--- config.mk ---
export PLATFORM = sky130hd
export DESIGN_NAME = mem_port_arbiter
export DESIGN_NICKNAME = d
export VERILOG_FILES = /design/src/rtl/mem_arb_pkg.sv /design/src/rtl/arb_wait_timer.sv /design/src/rtl/mem_port_arbiter.sv
export SDC_FILE = /design/constraint.sdc
export NUM_CORES = 1
export LEC_CHECK = 0
export ABC_CLOCK_PERIOD_IN_PS = 5500
export BUFFER_PORTS_ARGS = -buffer_cell sky130_fd_sc_hd__buf_2
export CAP_MARGIN = 10
export CORE_MARGIN = 2
export CORE_UTILIZATION = 47
export DETAILED_ROUTE_END_ITERATION = 16
export PLACE_DENSITY = 0.81
export SYNTH_ARGS = -nofsm -noshare
export SYNTH_HDL_FRONTEND = slang
export SYNTH_SLANG_ARGS = --single-unit
--- constraint.sdc ---
create_clock -name CLK -period 5.5 [get_ports CLK]
set_input_delay 0.55 -clock CLK [delete_from_list [all_inputs] [get_ports CLK]]
set_output_delay 0.55 -clock CLK [all_outputs]
set_load 0.05 [all_outputs]
--- src/rtl/mem_arb_pkg.sv ---
// Shared definitions for the memory port arbiter: FSM encoding, grant-source
// tags, IF default byte enable and the command payload issued to memory.
package mem_arb_pkg;

    localparam int unsigned DW  = 32;
    localparam int unsigned BEW = 4;

    typedef enum logic [1:0] {
        IDLE    = 2'd0,
        WAIT_IF = 2'd1,
        WAIT_DM = 2'd2
    } state_t;

    localparam logic GNT_IF = 1'b0;
    localparam logic GNT_DM = 1'b1;

    localparam logic [BEW-1:0] IF_BE = 4'hF;

    // Non-address part of a memory command (address width is a top parameter)
    typedef struct packed {
        logic           we;
        logic [BEW-1:0] be;
        logic [DW-1:0]  wdata;
    } mem_cmd_t;

endpackage

--- src/rtl/arb_wait_timer.sv ---
// Wait-cycle counter for a bus master waiting on a slave ack.
// Ports: clk, rst_n (async active-low); clear zeroes the count; enable
// advances it (saturating); expired flags the last allowed wait cycle.
// TIMEOUT=0 disables expiry.
module arb_wait_timer #(
    parameter int unsigned TO_WIDTH = 8,
    parameter int unsigned TIMEOUT  = 16
) (
    input  logic clk,
    input  logic rst_n,
    input  logic clear,
    input  logic enable,
    output logic expired
);

    localparam logic [TO_WIDTH-1:0] LAST = TO_WIDTH'((TIMEOUT == 0) ? 0 : TIMEOUT - 1);

    logic [TO_WIDTH-1:0] cnt;

    // Saturating wait counter
    always_ff @(posedge clk or negedge rst_n) begin
        if (!rst_n) begin
            cnt <= '0;
        end else if (clear) begin
            cnt <= '0;
        end else if (enable && (cnt != '1)) begin
            cnt <= cnt + TO_WIDTH'(1);
        end
    end

    assign expired = (TIMEOUT != 0) && enable && (cnt == LAST);

endmodule

--- src/rtl/mem_port_arbiter.sv ---
// Shares one single-ported memory between instruction fetch (read-only) and
// data access (read/write). DM has priority unless IF has been passed over
// STARVE_MAX times in a row; every transaction is bounded by a wait timeout.
// Ports: CLK, RESET (async active-low); if_* fetch handshake; dm_* data
// handshake; mem_* memory request/response; busy high while not IDLE.
module mem_port_arbiter
    import mem_arb_pkg::*;
#(
    parameter int unsigned AW         = 32,
    parameter int unsigned STARVE_MAX = 3,
    parameter int unsigned TIMEOUT    = 16,
    parameter int unsigned TO_WIDTH   = 8
) (
    input  logic            CLK,
    input  logic            RESET,
    input  logic            if_req,
    input  logic [AW-1:0]   if_addr,
    output logic [DW-1:0]   if_rdata,
    output logic            if_ack,
    output logic            if_err,
    input  logic            dm_req,
    input  logic            dm_we,
    input  logic [BEW-1:0]  dm_be,
    input  logic [AW-1:0]   dm_addr,
    input  logic [DW-1:0]   dm_wdata,
    output logic [DW-1:0]   dm_rdata,
    output logic            dm_ack,
    output logic            dm_err,
    output logic            mem_req,
    output logic            mem_we,
    output logic [BEW-1:0]  mem_be,
    output logic [AW-1:0]   mem_addr,
    output logic [DW-1:0]   mem_wdata,
    input  logic [DW-1:0]   mem_rdata,
    input  logic            mem_ack,
    output logic            busy
);

    localparam int unsigned SW = (STARVE_MAX < 1) ? 1 : $clog2(STARVE_MAX + 1);
    localparam logic [SW-1:0] STARVE_LIM = SW'(STARVE_MAX);

    state_t          state, state_d;
    mem_cmd_t        cmd_q, cmd_d;
    logic [AW-1:0]   addr_q, addr_d;
    logic            req_q, req_d;
    logic [DW-1:0]   if_rdata_d, dm_rdata_d;
    logic            if_ack_d, if_err_d, dm_ack_d, dm_err_d;
    logic [SW-1:0]   starve, starve_d;
    logic            expired;
    logic            ack_cycle;
    logic            owner;

    arb_wait_timer #(
        .TO_WIDTH (TO_WIDTH),
        .TIMEOUT  (TIMEOUT)
    ) u_timer (
        .clk     (CLK),
        .rst_n   (RESET),
        .clear   (state_d == IDLE),
        .enable  (state != IDLE),
        .expired (expired)
    );

    // No grant while any ack is pulsing, so a stale req cannot re-issue
    assign ack_cycle = if_ack | dm_ack;
    assign owner     = (state == WAIT_DM) ? GNT_DM : GNT_IF;

    // Next-state, arbitration and completion routing
    always_comb begin
        state_d    = state;
        cmd_d      = cmd_q;
        addr_d     = addr_q;
        req_d      = req_q;
        if_rdata_d = if_rdata;
        dm_rdata_d = dm_rdata;
        if_ack_d   = 1'b0;
        if_err_d   = 1'b0;
        dm_ack_d   = 1'b0;
        dm_err_d   = 1'b0;
        starve_d   = starve;

        case (state)
            IDLE: begin
                if (!if_req) begin
                    starve_d = '0;
                end
                if (!ack_cycle) begin
                    if (dm_req && !(if_req && (starve == STARVE_LIM))) begin
                        state_d     = WAIT_DM;
                        req_d       = 1'b1;
                        addr_d      = dm_addr;
                        cmd_d.we    = dm_we;
                        cmd_d.be    = dm_be;
                        cmd_d.wdata = dm_wdata;
                        if (if_req && (starve != STARVE_LIM)) begin
                            starve_d = starve + SW'(1);
                        end
                    end else if (if_req) begin
                        state_d     = WAIT_IF;
                        req_d       = 1'b1;
                        addr_d      = if_addr;
                        cmd_d.we    = 1'b0;
                        cmd_d.be    = IF_BE;
                        cmd_d.wdata = '0;
                        starve_d    = '0;
                    end
                end
            end
            WAIT_IF, WAIT_DM: begin
                // Ack takes precedence over a same-cycle timeout
                if (mem_ack || expired) begin
                    state_d = IDLE;
                    req_d   = 1'b0;
                    if (owner == GNT_IF) begin
                        if_ack_d = 1'b1;
                        if_err_d = !mem_ack;
                        if (mem_ack) begin
                            if_rdata_d = mem_rdata;
                        end
                    end else begin
                        dm_ack_d = 1'b1;
                        dm_err_d = !mem_ack;
                        if (mem_ack && !cmd_q.we) begin
                            dm_rdata_d = mem_rdata;
                        end
                    end
                end
            end
            default: begin
                state_d = IDLE;
                req_d   = 1'b0;
            end
        endcase
    end

    // State and registered outputs
    always_ff @(posedge CLK or negedge RESET) begin
        if (!RESET) begin
            state    <= IDLE;
            cmd_q    <= '0;
            addr_q   <= '0;
            req_q    <= 1'b0;
            if_rdata <= '0;
            dm_rdata <= '0;
            if_ack   <= 1'b0;
            if_err   <= 1'b0;
            dm_ack   <= 1'b0;
            dm_err   <= 1'b0;
            starve   <= '0;
        end else begin
            state    <= state_d;
            cmd_q    <= cmd_d;
            addr_q   <= addr_d;
            req_q    <= req_d;
            if_rdata <= if_rdata_d;
            dm_rdata <= dm_rdata_d;
            if_ack   <= if_ack_d;
            if_err   <= if_err_d;
            dm_ack   <= dm_ack_d;
            dm_err   <= dm_err_d;
            starve   <= starve_d;
        end
    end

    assign mem_req   = req_q;
    assign mem_we    = cmd_q.we;
    assign mem_be    = cmd_q.be;
    assign mem_wdata = cmd_q.wdata;
    assign mem_addr  = addr_q;
    assign busy      = (state != IDLE);

endmodule

==> results.yml <==
critical_path:
  crit_fanout: 71
  start_kind: "register"
  cp-end-kind: "register"
  cp.buffers_inverters: 2
  worstPathRequired_ps: 5760
  cpPeakStageDelay_ps: 610
  critical_path.cell_chain: "inv_1, ha_1, o21ai_0, or2_2, buf_4, o21ai_0"
  critPathArrivalTime_ps: 2870
  critical_path_class: "register to register"
  cpMaxStageDelayCell: "buf_4"
  crit_family: "buffers and inverters"
  crit_top_cell: "o21ai_0"
clocking:
  cts_setup_buffers: 0
  root_buffer: "clkbuf_16"
  path_clk_slew_ps: 60
  clock-sinks: 150
  cts_hold_buf: 0
  clock_latency_ps: 410
  cts_tree: "yes"
  cts_resized: 0
  cts.htree.levels: 4
  clk_path_buf_depth: 2
  cts_buffers: 17
sta:
  fin_skew_ps: 8.30
  worst_pin_slew_ps: 931
  max_slew_margin: 0.378
  setup_tns_ps: 0
  final.period_utilization: 0.476
  fin_crit_ps: 2620
  drv_slew: 0
  setup-violations-final: 0
  fmax_ghz: 0.382
  rsz0062_at_grt: "no"
  finalHoldViolCount: 0
yosys:
  yosysWarningCount: 0
  ys_seq_elements: 150
  yosysUniqueCellTypes: 36
  async_reset_ff_frac: 1.00
  syn-num-nets: 678
  synth_area_leaders: "dfrtp_1 60%, mux2_2 12%, nand2_1 6.2%, mux2i_1 5.3%, o21ai_0 3.0%"
  synth_edf_count: 0
  synth_area_um2: 6250
  synth_top_cell_area_share: 0.601
  syn_avg_cell_area_um2: 11.7
  synth_ff_type: "dfrtp_1"
  syn_inst: 535
  yosysTopAreaCell: "dfrtp_1"
  seq_area_frac_synth: 0.601
detailed_routing:
  viasPerCell: 4.93
  wl_um: 15700
  wl_per_cell_um: 15.8
  vias: 4887
  drt_iter0_drc: 219
  first_pass_iters: 4
  antenna_left: 0
  drc_errors: 0
placed_design:
  dpl.hpwl_um: 11600
  place_area_um2: 7790
  port_buffers: 276
  gp_congestion: 0.831
die:
  pin_count: 277
  initial_core_util: 0.477
  die_x_um: 119
  die-area_um2: 14200
  rows: 42
  die_y_um: 119
  core_area_um2: 13100
status:
  outcome: "finished, final reports clean"
grt:
  gr-total-overflow: 0
  grt_max_degree: 96
  grt_pass1_wl_um: 25300
  grt_pass1_vias: 5053
  grt_use_total: 0.228
  antenna_found_initial: 0
finish:
  area_growth_pct: 33.4
  finalNetCount: 947
  antenna_cells: 0
  layout-drive-gt1-share: 0.472
  design_area_um2: 8330
worst_hold_path:
  hp-class: "primary input to asynchronous set/reset pin"
job:
  cap_violations: 0
==> cell usage after synthesis, types with 4 or more instances <==
cell type and n:
nor3_1 4, o21ai_0 38, ha_1 5, mux2_2 64
a21oi_1 8, nand2_1 103, mux2i_1 33, inv_1 16
nor2_1 9, nand3_1 35, dfrtp_1 150, xnor2_1 5
clkbuf_1 25, a31oi_1 4
==> final timing paths <==
path | end | cells after the start | slack [ps] | start
setup / recovery | mem_addr[3] | 6 | 2880 | state[1]
hold / removal | mem_addr[23] | 1 | 160 | RESET
min in group CLK | mem_wdata[21] | 3 | 360 | dm_wdata[21]
max in group asynchronous | mem_addr[27] | 2 | 4000 | RESET
hold reg to reg | mem_wdata[27] | 2 | 460 | mem_wdata[27]
setup reg to reg | mem_addr[3] | 6 | 2880 | state[1]
==> cells by family (layout without fill, tap and decap cells) <==
group                      Yosys count  after routing  share of synthesized area
and+or+nand+nor                    167            167                      0.118
DFF                                150            150                      0.601
muxes                               97             97                      0.168
xor gates and xnor gates             5              5                    0.00701
adders and majority gates            5              5                     0.0100
buffers and inverters               47            328                     0.0288
AOI/OAI and AO/OA                   64             64                     0.0673
==> per-layer routing <==
metal,share of wire,vias to the layer above,track usage
met5,0,-,0
met4,0.028,0,0.0941
met2,0.51,128,0.375
met3,0.049,37,0.0699
met1,0.42,2350,0.281
li1,-,2372,-
==> area by class of cell <==
type / instances / area (µm²)
Inverter: 16 / 60.1
Sequential cell: 150 / 3750
Tap cell: 176 / 220
Clock buffer: 22 / 464
Fill cell: 1090 / 4750
Multi-Input combinational cell: 338 / 2330
Timing Repair Buffer: 281 / 1430
Clock inverter: 9 / 78.8
==> placed cells by master (no fill, tap or decap), types with 5 or more instances in the layout <==
cell type | synthesis | layout
nor2_1 | 9 | 8
dfrtp_1 | 150 | 150
mux2_2 | 64 | 64
a21oi_1 | 8 | 8
nand2_1 | 103 | 103
buf_2 | 3 | 275
nand3_1 | 35 | 35
xnor2_1 | 5 | 5
o21ai_0 | 38 | 38
mux2i_1 | 33 | 33
ha_1 | 5 | 5
inv_1 | 16 | 16
clkbuf_16 | 0 | 17
buf_4 | 0 | 5
clkinv_2 | 0 | 5
==> stage by stage <==
step | util | setup slack [ps] | instances | hold WS [ps]
detailed placement | 0.595 | 2850 | 961 | 451
global placement | 0.595 | 2940 | 961 | 445
global route | 0.637 | 2690 | 992 | 237
floorplan | - | 3450 | 535 | 254
finish | 0.637 | 2880 | 992 | 161
CTS | 0.637 | 2880 | 992 | 232
==> flip-flops by register name, indices dropped and copies added (netlist names), 2 cells and up <==
register     cells
mem_addr        32
u_timer.cnt      8
if_rdata        32
dm_rdata        32
mem_be           4
state            2
mem_wdata       32
starve           2
Power is left out: the tool's default activity adds up to more than one toggle a clock period on the data nets, which glitch-free logic cannot reach.
